--- src/rtl/i2s_target_if.sv ---
// I2S target bundle: serial wire pins plus the parallel rx/tx sample ports.
// The master modport is the external I2S master / sample consumer side.
interface i2s_target_if #(
    parameter int DataWidth = 12
);
    logic                        sclk;
    logic                        lrck;
    logic                        sdin;
    logic                        sdout;
    logic signed [DataWidth-1:0] rxData;
    logic                        rxChannel;
    logic                        rxValid;
    logic                        frameError;
    logic signed [DataWidth-1:0] txLeft;
    logic signed [DataWidth-1:0] txRight;
    logic                        txValid;
    logic                        txTaken;

    modport master (
        output sclk, lrck, sdin, txLeft, txRight, txValid,
        input  sdout, rxData, rxChannel, rxValid, frameError, txTaken
    );

    modport slave (
        input  sclk, lrck, sdin, txLeft, txRight, txValid,
        output sdout, rxData, rxChannel, rxValid, frameError, txTaken
    );
endinterface

--- src/rtl/i2s_target.sv ---
// I2S target endpoint: oversamples sclk/lrck/sdin on clk, deserialises stereo
// samples and serialises the pending tx pair back onto sdout.
module i2s_target #(
    parameter int DataWidth = 12
) (
    input logic        clk,
    input logic        reset,
    i2s_target_if.slave bus
);
    localparam int SerialDataWidth = 24;
    localparam int SlotWidth       = 32;
    localparam int CntW            = $clog2(SlotWidth);
    localparam int SW              = SerialDataWidth;

    typedef enum logic [1:0] {
        SYNC_S,
        DELAY_S,
        SHIFT_S,
        PAD_S
    } state_e;

    state_e state_q, state_d;

    logic [1:0] sclk_sync_q, lrck_sync_q, sdin_sync_q;
    logic       sclk_prev_q;
    logic       lrck_q, lrck_d;
    logic       sclk_s, lrck_s, sdin_s;
    logic       rise, fall, lrck_edge, left_edge;

    logic [CntW-1:0]      bit_cnt_q, bit_cnt_d;
    logic [SW-1:0]        rx_shift_q, rx_shift_d;
    logic                 rx_done_q, rx_done_d;
    logic [DataWidth-1:0] rx_data_q, rx_data_d;
    logic                 rx_chan_q, rx_chan_d;
    logic                 rx_valid_q;
    logic                 frame_err_q, frame_err_d;

    logic [DataWidth-1:0] pend_l_q, pend_l_d, pend_r_q, pend_r_d;
    logic [DataWidth-1:0] frame_l_q, frame_l_d, frame_r_q, frame_r_d;
    logic [DataWidth-1:0] tx_sample;
    logic [SW-1:0]        tx_word;
    logic [SW-1:0]        tx_shift_q, tx_shift_d;
    logic                 sdout_q, sdout_d;
    logic                 tx_taken_q;

    assign sclk_s = sclk_sync_q[1];
    assign lrck_s = lrck_sync_q[1];
    assign sdin_s = sdin_sync_q[1];

    assign rise      = sclk_s & ~sclk_prev_q;
    assign fall      = ~sclk_s & sclk_prev_q;
    assign lrck_edge = fall & (lrck_s != lrck_q);
    assign left_edge = lrck_edge & ~lrck_s;
    assign lrck_d    = fall ? lrck_s : lrck_q;

    always_comb begin
        state_d     = state_q;
        bit_cnt_d   = bit_cnt_q;
        rx_shift_d  = rx_shift_q;
        rx_done_d   = 1'b0;
        frame_err_d = 1'b0;
        if (lrck_edge) begin
            bit_cnt_d = '0;
        end else if (rise && (state_q == SHIFT_S || state_q == PAD_S)) begin
            bit_cnt_d = bit_cnt_q + 1'b1;
        end
        unique case (state_q)
            SYNC_S: begin
                if (lrck_edge) state_d = DELAY_S;
            end
            DELAY_S: begin
                if (lrck_edge) begin
                    frame_err_d = 1'b1;
                end else if (rise) begin
                    state_d = SHIFT_S;
                end
            end
            SHIFT_S: begin
                if (lrck_edge) begin
                    state_d     = DELAY_S;
                    frame_err_d = 1'b1;
                end else if (rise) begin
                    rx_shift_d = {rx_shift_q[SW-2:0], sdin_s};
                    if (bit_cnt_q == CntW'(SW - 1)) begin
                        state_d   = PAD_S;
                        rx_done_d = 1'b1;
                    end
                end
            end
            PAD_S: begin
                if (lrck_edge) state_d = DELAY_S;
            end
            default: state_d = SYNC_S;
        endcase
    end

    // Word is published one clk after the last capture, from the settled shifter.
    always_comb begin
        rx_data_d = rx_data_q;
        rx_chan_d = rx_chan_q;
        if (rx_done_q) begin
            rx_data_d = rx_shift_q[SW-1 -: DataWidth];
            rx_chan_d = lrck_q;
        end
    end

    // A txValid coinciding with the left edge wins over the older pending pair.
    always_comb begin
        pend_l_d  = bus.txValid ? bus.txLeft  : pend_l_q;
        pend_r_d  = bus.txValid ? bus.txRight : pend_r_q;
        frame_l_d = left_edge ? pend_l_d : frame_l_q;
        frame_r_d = left_edge ? pend_r_d : frame_r_q;
        tx_sample = lrck_s ? frame_r_d : frame_l_d;
        tx_word   = '0;
        tx_word[SW-1 -: DataWidth] = tx_sample;
        tx_shift_d = tx_shift_q;
        sdout_d    = sdout_q;
        if (lrck_edge) begin
            tx_shift_d = tx_word;
            sdout_d    = 1'b0;
        end else if (fall && state_q != SYNC_S) begin
            tx_shift_d = {tx_shift_q[SW-2:0], 1'b0};
            sdout_d    = tx_shift_q[SW-1];
        end
    end

    always_ff @(posedge clk or negedge reset) begin
        if (!reset) begin
            sclk_sync_q <= '0;
            lrck_sync_q <= '0;
            sdin_sync_q <= '0;
            sclk_prev_q <= 1'b0;
            lrck_q      <= 1'b0;
            state_q     <= SYNC_S;
            bit_cnt_q   <= '0;
            rx_shift_q  <= '0;
            rx_done_q   <= 1'b0;
            rx_data_q   <= '0;
            rx_chan_q   <= 1'b0;
            rx_valid_q  <= 1'b0;
            frame_err_q <= 1'b0;
            pend_l_q    <= '0;
            pend_r_q    <= '0;
            frame_l_q   <= '0;
            frame_r_q   <= '0;
            tx_shift_q  <= '0;
            sdout_q     <= 1'b0;
            tx_taken_q  <= 1'b0;
        end else begin
            sclk_sync_q <= {sclk_sync_q[0], bus.sclk};
            lrck_sync_q <= {lrck_sync_q[0], bus.lrck};
            sdin_sync_q <= {sdin_sync_q[0], bus.sdin};
            sclk_prev_q <= sclk_s;
            lrck_q      <= lrck_d;
            state_q     <= state_d;
            bit_cnt_q   <= bit_cnt_d;
            rx_shift_q  <= rx_shift_d;
            rx_done_q   <= rx_done_d;
            rx_data_q   <= rx_data_d;
            rx_chan_q   <= rx_chan_d;
            rx_valid_q  <= rx_done_q;
            frame_err_q <= frame_err_d;
            pend_l_q    <= pend_l_d;
            pend_r_q    <= pend_r_d;
            frame_l_q   <= frame_l_d;
            frame_r_q   <= frame_r_d;
            tx_shift_q  <= tx_shift_d;
            sdout_q     <= sdout_d;
            tx_taken_q  <= left_edge;
        end
    end

    assign bus.sdout      = sdout_q;
    assign bus.rxData     = rx_data_q;
    assign bus.rxChannel  = rx_chan_q;
    assign bus.rxValid    = rx_valid_q;
    assign bus.frameError = frame_err_q;
    assign bus.txTaken    = tx_taken_q;
endmodule
--- src/flat_wrapper.sv ---
// flat-port wrapper written by rule: the top's interface ports become plain ports
module i2s_target_flat 
#(
    parameter int DataWidth = 12
)
  (clk, reset, bus_sclk, bus_lrck, bus_sdin, bus_txLeft, bus_txRight, bus_txValid, bus_sdout, bus_rxData, bus_rxChannel, bus_rxValid, bus_frameError, bus_txTaken);
  i2s_target_if #(.DataWidth(DataWidth)) bus_i ();
  input logic clk;
  input logic reset;
  input wire logic [$bits(bus_i.sclk)-1:0] bus_sclk;
  input wire logic [$bits(bus_i.lrck)-1:0] bus_lrck;
  input wire logic [$bits(bus_i.sdin)-1:0] bus_sdin;
  input wire logic [$bits(bus_i.txLeft)-1:0] bus_txLeft;
  input wire logic [$bits(bus_i.txRight)-1:0] bus_txRight;
  input wire logic [$bits(bus_i.txValid)-1:0] bus_txValid;
  output wire logic [$bits(bus_i.sdout)-1:0] bus_sdout;
  output wire logic [$bits(bus_i.rxData)-1:0] bus_rxData;
  output wire logic [$bits(bus_i.rxChannel)-1:0] bus_rxChannel;
  output wire logic [$bits(bus_i.rxValid)-1:0] bus_rxValid;
  output wire logic [$bits(bus_i.frameError)-1:0] bus_frameError;
  output wire logic [$bits(bus_i.txTaken)-1:0] bus_txTaken;
  assign bus_i.sclk = bus_sclk;
  assign bus_i.lrck = bus_lrck;
  assign bus_i.sdin = bus_sdin;
  assign bus_i.txLeft = bus_txLeft;
  assign bus_i.txRight = bus_txRight;
  assign bus_i.txValid = bus_txValid;
  assign bus_sdout = bus_i.sdout;
  assign bus_rxData = bus_i.rxData;
  assign bus_rxChannel = bus_i.rxChannel;
  assign bus_rxValid = bus_i.rxValid;
  assign bus_frameError = bus_i.frameError;
  assign bus_txTaken = bus_i.txTaken;
  i2s_target #(.DataWidth(DataWidth)) u_core (.clk(clk), .reset(reset), .bus(bus_i));
endmodule
--- config.mk ---
export PLATFORM = sky130hd
export DESIGN_NAME = i2s_target_flat
export DESIGN_NICKNAME = d
export VERILOG_FILES = /design/src/rtl/i2s_target_if.sv /design/src/rtl/i2s_target.sv /design/src/flat_wrapper.sv
export SDC_FILE = /design/constraint.sdc
export NUM_CORES = 1
export LEC_CHECK = 0
export BUFFER_PORTS_ARGS = -buffer_cell sky130_fd_sc_hd__buf_2
export CORE_MARGIN = 2
export CORE_UTILIZATION = 55
export DETAILED_ROUTE_END_ITERATION = 16
export PLACE_DENSITY_LB_ADDON = 0.05
export SLEW_MARGIN = 20
export SYNTH_ARGS = -nofsm -noshare
export SYNTH_HDL_FRONTEND = slang
export SYNTH_SLANG_ARGS = --single-unit
--- constraint.sdc ---
create_clock -name clk -period 2.3 [get_ports clk]
set_input_delay 0.115 -clock clk [delete_from_list [all_inputs] [get_ports clk]]
set_output_delay 0.115 -clock clk [all_outputs]
set_load 0.01 [all_outputs]
### Word-level counts from Yosys, hierarchy flattened

Index checks and enable logic that the tools add are counted.

| storage, ports and cells | value |
|---|---|
| register bits | 129 |
| word-level logic and storage cells | 74 |
| bits of input ports | 30 |
| output and inout port bits | 17 |

| operators by class | value |
|---|---|
| reductions and logical operators | 11 |
| equal/unequal tests | 10 |
| mux-type cells | 24 |
| add/sub/neg operators | 1 |
| bitwise operators | 8 |

Operators by type and width:

| operator | count |
|---|---|
| $mux W12 | 5 |
| $mux W24 | 2 |
| $mux W2 | 6 |
| $mux W5 | 2 |
| $mux W1 | 8 |
| $pmux W2 S3 | 1 |
| $reduce_bool A2 Y1 | 3 |
| $add A5 B1 Y5 const B | 1 |
| $eq A5 B5 Y1 const B | 1 |
| $reduce_and A5 Y1 | 1 |
| $and A1 B1 Y1 | 4 |
| $eq A2 B2 Y1 const B | 2 |
| $ne A2 B1 Y1 const B | 2 |
| $not A1 Y1 | 4 |
| $reduce_or A2 Y1 | 2 |
| $ne A3 B1 Y1 const B | 1 |
| $ne A3 B2 Y1 const B | 1 |
| $reduce_and A3 Y1 | 1 |
| $eq A2 B1 Y1 const B | 1 |
| $logic_and A1 B1 Y1 | 2 |
| $logic_not A2 Y1 | 1 |
| $ne A2 B2 Y1 const B | 1 |
| $logic_or A1 B1 Y1 | 1 |
| $ne A1 B1 Y1 | 1 |

### Logic depth before layout (Yosys ltp)

| logic depth | value |
|---|---|
| word-level depth | 7 |
| depth in mapped cells | 7 |
| depth with buffers taken out | 6 |

### Worst setup path before layout

No wires, ideal clock.

| timing | value |
|---|---|
| path type | flip-flop to flip-flop |
| from | reg u_core.state_q[0] |
| to | reg u_core.rx_shift_q[0] |
| slack | 0.714 ns |
| path buffers | 2 |
| data required time | 2.172 ns |
| stages on the path, launching flop included | 7 |
| arrival | 1.458 ns |
| setup time | 0.128 ns |
| period minus slack after synthesis | 1.586 ns |
| cell sequence | dfrtp_1 -> inv_1 -> ha_1 -> clkbuf_1 -> nand2_2 -> buf_4 -> mux2_1 |

| on the way | value |
|---|---|
| longest elaborated chain between the ends | 2 |

RTL lines:

| element | RTL line | source |
|---|---|---|
| start, declared | i2s_target.sv:22 | `state_e state_q, state_d;` |
| start signal, assigned | i2s_target.sv:155 | `state_q <= state_d;` |
| $eq A2 B2 Y1 | i2s_target.sv:67 | `unique case (state_q)` |
| $reduce_and A3 Y1 (no line) | n/a |  |
| end signal, assigned | i2s_target.sv:157 | `rx_shift_q <= rx_shift_d;` |
| end, declared | i2s_target.sv:31 | `logic [SW-1:0] rx_shift_q, rx_shift_d;` |

No other way between the ends.
A chain may end at the register's enable or synchronous reset.

### Worst setup path after layout

| timing | value |
|---|---|
| from | reg u_core.state_q[0] |
| to | reg u_core.rx_shift_q[1] |

The elaborated chain is that of the path after synthesis.

==> flow_summary.ini <==
[synthesis]
syn_avg_cell_area_sq_um = 13.1
synthFlopType = dfrtp_1
synthTopCellsByArea = dfrtp_1, mux2_1, mux2_2
synth_top_cell_by_area = dfrtp_1
synthDominantCellAreaShare_pct = 59.2
synth_edf_count = 0
synth.distinct_cells = 41
synth-seq-cells = 105
async_flop_share_pct = 100
syn-cell-area_sq_um = 4440
yosysWarningCount = 0
synth_fp_nets = 373
postSynthCellCount = 338
seq_area_frac_synth_pct = 59.2

[min_path]
hold_depth = 3
min_to = u_core.pend_l_q[4]
min_path_type = in2reg
hold_start = bus_txLeft[4]

[worst_setup_path]
critPathLaunch = u_core.state_q[0]
r2r_start = u_core.state_q[0]
crit_chain = inv_1 -> ha_1 -> nand2_2 -> mux2_1
required_ns = 2.54
worst_ep_arrival_time_ns = 2.04
max_stage_delay_ns = 0.45
critical-path-slowest-cell = mux2_1
end_kind = register
worstSetupStartpointType = register
crit_type = reg2reg
reg2reg_depth = 4
crit_fanout = 25
reg2reg_to = u_core.rx_shift_q[1]
rrSetupSlack_ns = 0.51

[clocking]
ctsRootBufferMaster = clkbuf_8
clockBufferDepth = 2
cts_setup_buffers = 0
cts_buffers = 9
cts.clk_slew.worst_paths_ns = 0.10
clock_latency_ns = 0.36
hold_buffers = 21
htreeDepth = 3
cts_tree = done
cts_sinks = 105
post_cts_resize_count = 0

[global_route]
grt_max_degree = 52
overflow = 0
grt_pass1_wl_microns = 12800
first_global_vias = 2696
antenna_found_initial = 0
track_usage_pct = 18.7

[finish]
layout-drive-gt1-share_pct = 26.1
fillers = 611
nets = 436
diodes = 0
area.growth.synth_to_final_pct = 16.1

[floorplanning]
num_rows = 32
start_util_pct = 57.1
die_h_microns = 93.8
core_sq_um = 7770
die_w_microns = 93.8
pin_count = 47
die_area_sq_um = 8800

[power]
p_leak_nw = 2.56
power.density_nw_per_um2 = 815
ir_worst_vdd_uv = 472

[flow_run]
cap_violations = 0

[sta]
period_minus_slack_ns = 1.79
post-route-period-util_pct = 78.0
drv_slew = 0
fin_ws_ns = 0.506
rsz0062_at_grt = no
fin_hold_ws_ns = 0.00895
setup_viol = 0
fmax_mhz = 557
slew_headroom_pct = 57.3
worst_pin_slew_ns = 0.641
final.setup.tns_ns = 0
hold_violations = 0
clock_skew_ns = 0.0142

[place]
globalplace.congestion = 0.786
io_buffers = 46
pre_cts_ws_ns = 0.511
dpl.hpwl_microns = 4880

[drt]
vias_per_cell = 5.30
ant_nets = 0
drc = 0
first_pass_iters = 4
routed-via-count = 2690
first_iter_violations = 100
wirelength_microns = 7540
routedWlPerCell_microns = 14.8

[outcome]
status = completed
worst max-delay path, delay by kind of cell (launching register included):
family | cells | cell delay (ns)
adder cells (fa/ha/maj) | 1 | 0.30
multiplexers | 1 | 0.45
flip-flops | 1 | 0.42
buffers and inverters | 1 | 0.11
AND/OR/NAND/NOR | 1 | 0.38
per-stage QoR:
step | instances | total power, mW | utilization, % | area, sq um
4_1_cts | 508 | 4.24 | 66.3 | 5150
2_1_floorplan | 338 | 2.73 | - | 4440
3_5_place_dp | 471 | 2.92 | 60.6 | 4710
5_1_grt | 508 | 4.42 | 66.3 | 5150
6_report | 508 | 4.20 | 66.3 | 5150
3_3_place_gp | 471 | 2.89 | 60.6 | 4710
cell type report:
| type | count | area [sq um] | share of cell area, % |
|---|---|---|---|
| well taps | 102 | 128 | 2.48 |
| flip-flops and latches | 105 | 2630 | 51.0 |
| clock inverters | 6 | 95.1 | 1.85 |
| repair buffers | 75 | 503 | 9.76 |
| clock buffers | 10 | 138 | 2.67 |
| inverters | 16 | 60.1 | 1.17 |
| multi-input cells | 194 | 1600 | 31.1 |
cells in the mapped netlist (5+ instances only):
cell type,number
a211o_1,11
a31oi_1,11
buf_2,9
buf_4,8
dfrtp_1,105
ha_1,5
inv_1,16
mux2_1,30
mux2_2,30
mux2i_1,13
nand2_1,8
nand2b_1,12
nor2_1,32
o311ai_0,5
o311ai_1,6
flip-flops by register name, indices dropped and copies added, names as in the netlist:
| name | flops |
|---|---|
| u_core.bus.rxValid | 1 |
| u_core.bus.rxData | 12 |
| u_core.lrck_sync_q | 2 |
| u_core.sdin_sync_q | 2 |
| u_core.pend_l_q | 12 |
| u_core.bus.rxChannel | 1 |
| u_core.sclk_prev_q | 1 |
| u_core.state_q | 2 |
| u_core.bus.txTaken | 1 |
| u_core.rx_done_q | 1 |
| u_core.frame_r_q | 12 |
| u_core.bus.sdout | 1 |
| u_core.pend_r_q | 12 |
| u_core.rx_shift_q | 24 |
| u_core.sclk_sync_q | 2 |
| u_core.lrck_q | 1 |
| u_core.bus.frameError | 1 |
| u_core.tx_shift_q | 12 |
| u_core.bit_cnt_q | 5 |
per-layer routing:
metal  GRT usage [%]  up-vias  wire [microns]
met1            27.0     1340            3600
met2            28.6       41            3600
met4            7.61        0             121
li1                -     1299               -
met3            2.65       10             212
met5               0        -               0
cell usage in the layout (no fill, tap or decap), drive strengths merged, types with 9 or more instances in the layout:
| cell type | netlist | layout |
|---|---|---|
| buf | 20 | 54 |
| nor2 | 32 | 32 |
| dlygate4sd3 | 0 | 21 |
| inv | 16 | 19 |
| o311ai | 11 | 11 |
| clkbuf | 3 | 10 |
| a31oi | 11 | 11 |
| nand2 | 9 | 9 |
| nand2b | 12 | 12 |
| mux2i | 13 | 13 |
| dfrtp | 105 | 105 |
| a211o | 11 | 11 |
| mux2 | 60 | 60 |
report_power, final:
| group | leakage, nW | switching (mW) | internal, mW |
|---|---|---|---|
| logic | 1.12 | 0.333 | 0.334 |
| registers | 1.32 | 0.151 | 2.09 |
| clock network | 0.118 | 0.638 | 0.657 |
worst max path at each step:
| stage | to | slack [ns] | depth (start not counted) |
|---|---|---|---|
| 2_1_floorplan | u_core.rx_shift_q[0] | 0.71 | 6 |
| 3_3_place_gp | u_core.rx_shift_q[21] | 0.58 | 4 |
| 3_5_place_dp | u_core.rx_shift_q[1] | 0.51 | 4 |
| 4_1_cts | u_core.rx_shift_q[7] | 0.49 | 4 |
| 5_1_grt | u_core.rx_shift_q[12] | 0.37 | 4 |
| 6_report | u_core.rx_shift_q[1] | 0.51 | 4 |
cells by family after synthesis:
group | after synthesis | share of synthesized area [%]
AOI/OAI and AO/OA | 49 | 8.57
xor gates and xnor gates | 5 | 1.16
adders and majority gates | 5 | 1.41
buffers and inverters | 39 | 4.74
DFF | 105 | 59.2
muxes | 73 | 18.2
and+or+nand+nor | 62 | 6.77
Power figures use the tool's default switching activity.
